$ cat config.mk
export PLATFORM = sky130hd
export DESIGN_NAME = sipo_nbit_rx_flat
export DESIGN_NICKNAME = d
export VERILOG_FILES = /design/src/rtl/sipo_nbit_rx_if.sv /design/src/rtl/sipo_nbit_rx.sv /design/src/flat_wrapper.sv
export SDC_FILE = /design/constraint.sdc
export NUM_CORES = 1
export LEC_CHECK = 0
export BUFFER_PORTS_ARGS = -buffer_cell sky130_fd_sc_hd__buf_2
export CORE_AREA = 2 2 39 41
export DETAILED_ROUTE_END_ITERATION = 7
export DIE_AREA = 0 0 41 43
export GPL_TIMING_DRIVEN = 0
export PLACE_DENSITY_LB_ADDON = 0.1
export SLEW_MARGIN = 10
export SYNTH_ARGS = -nofsm -noshare
export SYNTH_HDL_FRONTEND = slang
export SYNTH_SLANG_ARGS = --single-unit
$ cat constraint.sdc
create_clock -name clk -period 1.5 [get_ports clk]
set_input_delay 0 -clock clk [delete_from_list [all_inputs] [get_ports clk]]
set_output_delay 0 -clock clk [all_outputs]
set_load 0.1 [all_outputs]
$ cat src/rtl/sipo_nbit_rx_if.sv
// rtl/sipo_nbit_rx_if.sv - serial link receive side and parallel word handshake bundle
interface sipo_nbit_rx_if #(
    parameter int N = 4
);
    logic         d_in;
    logic         en_in;
    logic         start_in;
    logic         ready_in;
    logic [N-1:0] q_out;
    logic         valid_out;
    logic         busy_out;
    logic         overrun_out;
    logic         frame_err_out;

    // Link and consumer side: drives serial bits and ready, observes words and status.
    modport master (
        output d_in,
        output en_in,
        output start_in,
        output ready_in,
        input  q_out,
        input  valid_out,
        input  busy_out,
        input  overrun_out,
        input  frame_err_out
    );

    // Receiver side.
    modport slave (
        input  d_in,
        input  en_in,
        input  start_in,
        input  ready_in,
        output q_out,
        output valid_out,
        output busy_out,
        output overrun_out,
        output frame_err_out
    );
endinterface

$ cat src/rtl/sipo_nbit_rx.sv
// rtl/sipo_nbit_rx.sv - LSB-first serial-in parallel-out receiver with valid/ready output
module sipo_nbit_rx #(
    parameter int N = 4
) (
    input  logic          clk,
    input  logic          reset_al_in,
    sipo_nbit_rx_if.slave bus
);
    localparam int CNT_W = $clog2(N);

    localparam logic [0:0] IDLE  = 1'b0;
    localparam logic [0:0] SHIFT = 1'b1;

    logic [0:0]       state;
    logic [CNT_W-1:0] count;
    logic [N-1:0]     shreg;
    logic [N-1:0]     q_r;
    logic             valid_r;
    logic             overrun_r;
    logic             frame_err_r;

    logic             last_bit;
    logic [N-1:0]     word_next;

    // Decode the capture that completes a word; the new bit enters at the MSB
    // so the first received bit has reached the LSB after N captures.
    always_comb begin
        word_next = {bus.d_in, shreg[N-1:1]};
        last_bit  = 1'b0;
        if (bus.en_in && !bus.start_in && (state == SHIFT) &&
            (count == CNT_W'(N - 1))) begin
            last_bit = 1'b1;
        end
    end

    // Frame state, bit counter and shift register; start_in always begins a
    // fresh word, aborting any partial one.
    always_ff @(posedge clk or negedge reset_al_in) begin
        if (!reset_al_in) begin
            state       <= IDLE;
            count       <= '0;
            shreg       <= '0;
            frame_err_r <= 1'b0;
        end else begin
            frame_err_r <= 1'b0;
            if (bus.en_in) begin
                case (state)
                    IDLE: begin
                        if (bus.start_in) begin
                            shreg <= {bus.d_in, {(N-1){1'b0}}};
                            count <= CNT_W'(1);
                            state <= SHIFT;
                        end
                    end
                    SHIFT: begin
                        if (bus.start_in) begin
                            shreg       <= {bus.d_in, {(N-1){1'b0}}};
                            count       <= CNT_W'(1);
                            frame_err_r <= 1'b1;
                        end else if (last_bit) begin
                            shreg <= word_next;
                            count <= '0;
                            state <= IDLE;
                        end else begin
                            shreg <= word_next;
                            count <= count + CNT_W'(1);
                        end
                    end
                    default: begin
                        state <= IDLE;
                        count <= '0;
                    end
                endcase
            end
        end
    end

    // Output register: load on completion if the slot is free or being
    // accepted this edge, otherwise drop the new word and flag overrun.
    always_ff @(posedge clk or negedge reset_al_in) begin
        if (!reset_al_in) begin
            q_r       <= '0;
            valid_r   <= 1'b0;
            overrun_r <= 1'b0;
        end else begin
            overrun_r <= 1'b0;
            if (last_bit) begin
                if (!valid_r || bus.ready_in) begin
                    q_r     <= word_next;
                    valid_r <= 1'b1;
                end else begin
                    overrun_r <= 1'b1;
                end
            end else if (valid_r && bus.ready_in) begin
                valid_r <= 1'b0;
            end
        end
    end

    assign bus.q_out         = q_r;
    assign bus.valid_out     = valid_r;
    assign bus.busy_out      = (state == SHIFT);
    assign bus.overrun_out   = overrun_r;
    assign bus.frame_err_out = frame_err_r;
endmodule
$ cat src/flat_wrapper.sv
// flat-port wrapper written by rule: the top's interface ports become plain ports
module sipo_nbit_rx_flat 
#(
    parameter int N = 4
)
  (clk, reset_al_in, bus_d_in, bus_en_in, bus_start_in, bus_ready_in, bus_q_out, bus_valid_out, bus_busy_out, bus_overrun_out, bus_frame_err_out);
  sipo_nbit_rx_if #(.N(N)) bus_i ();
  input  logic clk;
  input  logic reset_al_in;
  input wire logic [$bits(bus_i.d_in)-1:0] bus_d_in;
  input wire logic [$bits(bus_i.en_in)-1:0] bus_en_in;
  input wire logic [$bits(bus_i.start_in)-1:0] bus_start_in;
  input wire logic [$bits(bus_i.ready_in)-1:0] bus_ready_in;
  output wire logic [$bits(bus_i.q_out)-1:0] bus_q_out;
  output wire logic [$bits(bus_i.valid_out)-1:0] bus_valid_out;
  output wire logic [$bits(bus_i.busy_out)-1:0] bus_busy_out;
  output wire logic [$bits(bus_i.overrun_out)-1:0] bus_overrun_out;
  output wire logic [$bits(bus_i.frame_err_out)-1:0] bus_frame_err_out;
  assign bus_i.d_in = bus_d_in;
  assign bus_i.en_in = bus_en_in;
  assign bus_i.start_in = bus_start_in;
  assign bus_i.ready_in = bus_ready_in;
  assign bus_q_out = bus_i.q_out;
  assign bus_valid_out = bus_i.valid_out;
  assign bus_busy_out = bus_i.busy_out;
  assign bus_overrun_out = bus_i.overrun_out;
  assign bus_frame_err_out = bus_i.frame_err_out;
  sipo_nbit_rx #(.N(N)) u_core (.clk(clk), .reset_al_in(reset_al_in), .bus(bus_i));
endmodule
# ---- Word-level counts from Yosys, hierarchy flattened
# Index checks and enable logic that the tools add are counted.
dict set report classes {
  addsub 1
  eq_ne 3
  muxes 19
  bitwise_logic 1
  reduce_logical 11
}
# operator count
set ops {}
lappend ops {{$mux 1} 11}
lappend ops {{$pmux 4 s2} 1}
lappend ops {{$mux 2} 3}
lappend ops {{$reduce_and 2->1} 3}
lappend ops {{$logic_and 1x1->1} 4}
lappend ops {{$mux 4} 1}
lappend ops {{$ne 2x2->1 const B} 2}
lappend ops {{$pmux 2 s2} 1}
lappend ops {{$mux 3} 1}
lappend ops {{$add 2x1->2 const B} 1}
lappend ops {{$eq 2x2->1 const B} 1}
lappend ops {{$logic_not 1->1} 2}
lappend ops {{$pmux 1 s2} 1}
lappend ops {{$reduce_bool 2->1} 1}
lappend ops {{$logic_or 1x1->1} 1}
lappend ops {{$not 1->1} 1}
dict set report totals {
  register_bits 14
  inputBits 6
  out_inout_bits 8
  wordCells 42
}

# ---- Longest topological paths before layout
# Gate-level depths: netlist of run 1.
dict set report logic_depth {
  word_depth 8
  ltp_mapped 4
  mapped_depth_nobuf 4
}

# ---- Worst setup path after synthesis of run 1
# No wires, ideal clock.
dict set report synth_path {
  path_kind {register -> register}
  from {reg u_core.state, in the netlist u_core.bus.busy_out}
  to {reg u_core.q_r[0], in the netlist u_core.bus.q_out[0]}
  setup_ns 0.126
  arrival_time_ns 1.664
  required_time_ns 1.374
  setup_slack_ns -0.290
  stages_incl_launch_ff 4
  n_path_buf 0
  period_less_slack_ns 1.790
  cell_sequence {dfrtp_1 > nand4b_4 > nor2b_4 > mux2_4}
}
dict set report synth_via {
  elab_chain_len 4
}
# element line
set synth_rtl {}
lappend synth_rtl {{start: declaration} sipo_nbit_rx.sv:14} ;# logic [0:0] state;
lappend synth_rtl {{start signal: assignment} sipo_nbit_rx.sv:40} ;# state <= IDLE;
lappend synth_rtl {{start signal: assignment} sipo_nbit_rx.sv:52} ;# state <= SHIFT;
lappend synth_rtl {{start signal: assignment} sipo_nbit_rx.sv:63} ;# state <= IDLE;
lappend synth_rtl {{$logic_and 1x1->1 (2 in a row)} sipo_nbit_rx.sv:30} ;# if (bus.en_in && !bus.start_in && (state == SHIFT) &&
lappend synth_rtl {{$mux 1} sipo_nbit_rx.sv:30}
lappend synth_rtl {{$reduce_and 2->1 (no line)} -}
lappend synth_rtl {{end signal: assignment} sipo_nbit_rx.sv:89} ;# q_r <= word_next;
lappend synth_rtl {{end: declaration} sipo_nbit_rx.sv:17} ;# logic [N-1:0] q_r;
# No other way between the ends.
# A chain may end at the register's enable or synchronous reset.

# ---- Final worst setup path of run 1
dict set report layout_path {
  from {reg u_core.count[0]}
  to {reg u_core.q_r[0], in the netlist u_core.bus.q_out[0]}
}
dict set report layout_via {
  elab_chain_len 4
}
# element line
set layout_rtl {}
lappend layout_rtl {{start: declaration} sipo_nbit_rx.sv:15} ;# logic [CNT_W-1:0] count;
lappend layout_rtl {{start signal: assignment} sipo_nbit_rx.sv:66} ;# count <= count + CNT_W'(1);
lappend layout_rtl {{$eq 2x2->1} sipo_nbit_rx.sv:31} ;# (count == CNT_W'(N - 1))) begin
lappend layout_rtl {{$logic_and 1x1->1} sipo_nbit_rx.sv:30}
lappend layout_rtl {{$mux 1} sipo_nbit_rx.sv:30}
lappend layout_rtl {{$reduce_and 2->1 (no line)} -}
# No other way between the ends.

==> run_results.csv, run 1 <==
group,metric,value,unit
outcome,status,"complete, no violations",
final_layout,final_cells,80,
sta,grt_setup_unrepaired,"no",
sta,finalClockSkew,0.00329,ns
logic_synthesis,synth_cell_types,18,
grt,first_global_vias,391,
sta,finalHoldWorstSlack,0.0129,ns
sta,layout_min_cycle_time,1.42,ns
final_layout,final_cell_mix,"15 x buf_2, 11 x dfrtp_1, 4 x mux2_4, 4 x nand3_1, 4 x o21a_1",
detailed_routing,dr.first_iter.drc_count,5,
detailed_routing,drcViolationCount,0,
sta,drv_slew,0,
logic_synthesis,synthCells,45,
placement,port_buffers,13,
cts,post_cts_resized,0,
detailed_routing,drt-total-wl,1030,µm
final_layout,drive_above_1_share,42.2,%
worst_setup_path,worstPathArrival,1.57,ns
final_layout,fillers,128,
logic_synthesis,yosys-top-cells-area,"dfrtp_1 56%, mux2_4 10%, o21a_1 5.2%",
floorplanning,die_h,43,µm
worst_setup_path,path_max_fanout,4,
final_layout,final_common_cell,"buf_2",
grt,grt_pass1_wl,1700,µm
grt,grt_remaining_overflow,0,
worst_setup_path,cp.required,1.66,ns
floorplanning,die_w,41,µm
floorplanning,num_rows,14,
final_layout,diodes,0,
grt,grt_max_degree,14,
cts,numClockSinks,13,
worst_setup_path,critPathLaunchType,"register",
sta,finalSetupTns,0,ns
placement,gp_congestion,0.653,
logic_synthesis,syn_nets,52,
sta,tightest_slew,0.484,ns
floorplanning,start_util,42.1,%
cts,cts_root_buf,"clkbuf_4",
sta,fmax,707,MHz
cts,cts_hold_buf,2,
run,drv_cap,0,
floorplanning,io_pins,14,
sta,fin_crit_sh,94.4,%
logic_synthesis,yosysTopAreaCell,"dfrtp_1",
detailed_routing,drtAntennaViolNets,0,
cts,insertion_delay,0.27,ns
grt,antenna_found_initial,0,
final_layout,nets,72,
worst_setup_path,critPathKind,"reg -> reg",
cts,htreeDepth,1,
detailed_routing,viasPerCell,4.93,
final_layout,syn2layout_area_growth,23.0,%
cts,clkSlewWorstSetupHoldPaths,0.08,ns
min_path,whs_path_depth,2,
placement,placed_cells,74,
cts,cts_buffer_depth,2,
final_layout,fin_util,51.8,%
detailed_routing,vias,394,
sta,hold_violations,0,
sta,relSlewSlack,68.0,%
logic_synthesis,synth_top_area_share,55.8,%
cts,post_cts_buffers,0,
min_path,hold_path_class,"in -> reg",
worst_setup_path,r2r_cells,4,
sta,setup_viol,0,
logic_synthesis,netlist_area,583,µm²
placement,hpwlAfterDp,752,µm
detailed_routing,post_drt_wl_per_cell,12.9,µm
logic_synthesis,syn_area_per_cell,13.0,µm²
detailed_routing,drt_pass1_iterations,2,
logic_synthesis,synth-seq-cells,13,
worst_setup_path,crit_path_end_kind,"register",
floorplanning,dieArea,1760,µm²
logic_synthesis,ys_seq_area_share,55.8,%
logic_synthesis,yosys_warnings,0,
floorplanning,core-area,1380,µm²
grt,grt_usage,14.4,%
cts,numCtsBuffers,3,
cts,cts_tree,"done",
==> sequential cells by signal (all words and copies together), names as in the netlist <==
signal and count:
u_core.bus.overrun_out 1, u_core.shreg 3, u_core.count 2, u_core.bus.busy_out 1, u_core.bus.valid_out 1, u_core.bus.q_out 4, u_core.bus.frame_err_out 1
==> critical path, stage by stage (launching register included) <==
cell and delay [ns]:
dfrtp_1 0.39, ha_1 0.24, nand4b_4 0.14, nor2b_4 0.21, mux2_4 0.32
==> cells in the mapped netlist, drive strengths merged <==
library cell and n:
o22ai 3, o21ai 1, nand4b 1, buf 2, nand3 4, dfrtp 13
nand2b 1, mux2 5, o22a 1, inv 3, nand2 2, o21a 4
a22o 1, nor2 1, ha 1, and3 1, nor2b 1
==> cells by family after synthesis <==
logic type               share of synthesized area [%]
AO/OA/AOI/OAI                                     12.2
adder cells (fa/ha/maj)                           2.15
buffers and inverters                             3.65
flip-flops                                        55.8
multiplexers                                      12.2
AND/OR/NAND/NOR                                   13.9
==> final timing paths <==
check	startpoint	end	slack (ns)
min reg2reg	u_core.bus.q_out[1]	u_core.bus.q_out[1]	0.52
max reg2reg	u_core.count[0]	u_core.bus.q_out[0]	0.08
min	bus_start_in	u_core.shreg[1]	0.01
max	u_core.count[0]	u_core.bus.q_out[0]	0.08
min in group asynchronous	reset_al_in	u_core.bus.q_out[1]	0.13
max in group asynchronous	reset_al_in	u_core.bus.busy_out	1.13
==> metal layers <==
metal	global-route usage (%)	wire (µm)	up-vias
li1	-	-	197
met1	19.3	472	182
met2	19.7	482	11
met3	3.14	46	4
met4	10.0	31	0
met5	0	0	-
==> metrics by stage <==
stage	cell area, µm²	setup slack (ns)
after floorplan	586	0.00748
after global placement	671	0.0993
after detailed placement	671	0.0798
after CTS	717	0.0693
after global routing	717	0.0278
final	717	0.0847
==> cell type report <==
type | count | area, µm² | share of cell area, %
clock buffers | 4 | 26.3 | 3.66
plain buffers | 2 | 10.0 | 1.40
repair buffers | 15 | 85.1 | 11.9
multi-input cells | 27 | 236 | 33.0
well taps | 16 | 20.0 | 2.79
inverters | 3 | 11.3 | 1.57
flip-flops and latches | 13 | 328 | 45.7
Power of run 1 is not shown: default switching activity piles up to over one toggle a cycle in this logic, so the estimate is an artifact.
==> inputs of run 2 (changes only) <==
Settings changed: BUFFER_PORTS_ARGS -buffer_cell sky130_fd_sc_hd__buf_2 to default, DONT_BUFFER_PORTS from default to 1.
==> run 2 against run 1 <==
Against the previous run:
- register-to-register slack got worse by 0.04 ns
- clock skew decreased by 0.0016 ns
- die area unchanged
- sequential share of layout area is 2.2 points higher
- critical path type unchanged
- critical endpoint is now u_core.bus.q_out[2]
- largest cell class unchanged
==> run_results.csv, run 2 (synthesis results as in run 1) <==
group,metric,value,unit
outcome,status,"complete, no violations",
cts,numCtsBuffers,3,
grt,grt_pass1_wl,1680,µm
final_layout,diodes,0,
final_layout,final_common_cell,"dfrtp_1",
final_layout,drive_above_1_share,27.8,%
detailed_routing,vias,374,
sta,relSlewSlack,38.9,%
detailed_routing,drt-total-wl,1080,µm
detailed_routing,drt_pass1_iterations,3,
detailed_routing,post_drt_wl_per_cell,15.4,µm
sta,finalSetupTns,0,ns
min_path,hold_path_class,"in -> reg",
worst_setup_path,path_max_fanout,4,
sta,layout_min_cycle_time,1.46,ns
floorplanning,start_util,42.1,%
sta,tightest_slew,0.916,ns
cts,cts_buffer_depth,2,
sta,hold_violations,0,
sta,fin_crit_sh,97.1,%
grt,first_global_vias,387,
placement,gp_congestion,0.698,
detailed_routing,dr.first_iter.drc_count,10,
worst_setup_path,worstPathArrival,1.62,ns
sta,fmax,687,MHz
grt,antenna_found_initial,0,
cts,insertion_delay,0.28,ns
grt,grt_usage,14.6,%
cts,numClockSinks,13,
grt,grt_remaining_overflow,0,
placement,hpwlAfterDp,750,µm
worst_setup_path,critPathKind,"reg -> reg",
detailed_routing,drtAntennaViolNets,0,
sta,finalHoldWorstSlack,0.0391,ns
run,drv_cap,0,
final_layout,syn2layout_area_growth,19.1,%
final_layout,multi_input_area,244,µm²
cts,cts_tree,"done",
worst_setup_path,crit_path_end_kind,"register",
floorplanning,core-area,1380,µm²
sta,finalClockSkew,0.00170,ns
final_layout,seqCellArea,333,µm²
sta,setup_viol,0,
cts,cts_root_buf,"clkbuf_4",
detailed_routing,drcViolationCount,0,
floorplanning,io_pins,14,
floorplanning,num_rows,14,
sta,grt_setup_unrepaired,"no",
floorplanning,die_h,43,µm
final_layout,largest_register_ffs,4,
placement,port_buffers,0,
grt,grt_max_degree,14,
cts,htreeDepth,1,
final_layout,fillers,130,
cts,clkSlewWorstSetupHoldPaths,0.08,ns
floorplanning,die_w,41,µm
worst_setup_path,r2r_slack,0.04,ns
sta,drv_slew,0,
final_layout,final_cell_mix,"11 x dfrtp_1, 5 x dlygate4sd3_1, 4 x mux2_4, 4 x nand3_1, 4 x o21a_1",
floorplanning,dieArea,1760,µm²
detailed_routing,viasPerCell,5.34,
worst_setup_path,critPathLaunchType,"register",
final_layout,nets,62,
worst_setup_path,cp.required,1.66,ns
## run 2: changes by cell type in the layout (fill, tap and decap cells not counted), sizes merged
| cell | delta |
|---|---|
| buf | -13 |
| dlygate4sd3 | +3 |
## run 2: stage by stage
stage | setup WS [ns] | instance area [µm²] | std cells | utilization (%)
after floorplan | 0.00748 | 586 | 45 | -
after global placement | -0.0354 | 606 | 61 | 43.8
after detailed placement | -0.0687 | 606 | 61 | 43.8
after CTS | 0.00110 | 687 | 70 | 49.6
after global routing | 0.00602 | 694 | 70 | 50.2
final | 0.0437 | 694 | 70 | 50.2
## run 2: timing repair
item	4_1_cts	5_1_grt
endpoints found under the hold margin	23	0
gates resized for setup	2	1
endpoints found under the setup margin	5	4
hold buffers	5	0
setup buffers	0	0
## run 2: path summary, 6_finish.rpt
kind,depth (start not counted),start,to
setup / recovery,3,u_core.bus.busy_out,u_core.bus.q_out[2]
hold / removal,2,bus_start_in,u_core.shreg[3]
setup reg to reg,3,u_core.bus.busy_out,u_core.bus.q_out[2]
hold reg to reg,1,u_core.shreg[1],u_core.bus.q_out[0]
max in group asynchronous,1,reset_al_in,u_core.bus.valid_out
min in group asynchronous,1,reset_al_in,u_core.bus.q_out[3]
## run 2: metal layers
metal | global-route usage (%) | part of all wire [%] | up-vias
li1 | - | - | 177
met1 | 16.3 | 41 | 181
met2 | 22.8 | 50 | 13
met3 | 3.66 | 5.9 | 3
met4 | 10.0 | 3.1 | 0
met5 | 0 | 0 | -
## run 2: layout make-up
class / instances / area share (%)
clock buffers: 4 / 3.78
flip-flops and latches: 13 / 47.9
inverters: 3 / 1.62
plain buffers: 2 / 1.44
multi-input cells: 27 / 35.1
well taps: 16 / 2.88
repair buffers: 5 / 7.21
## run 2: worst max-delay path: stages, from the launching register on
cell	delay, ns
dfrtp_4	0.64
nand4b_4	0.16
nor2b_4	0.21
mux2_4	0.32
Power of run 2 is left out for the same reason.
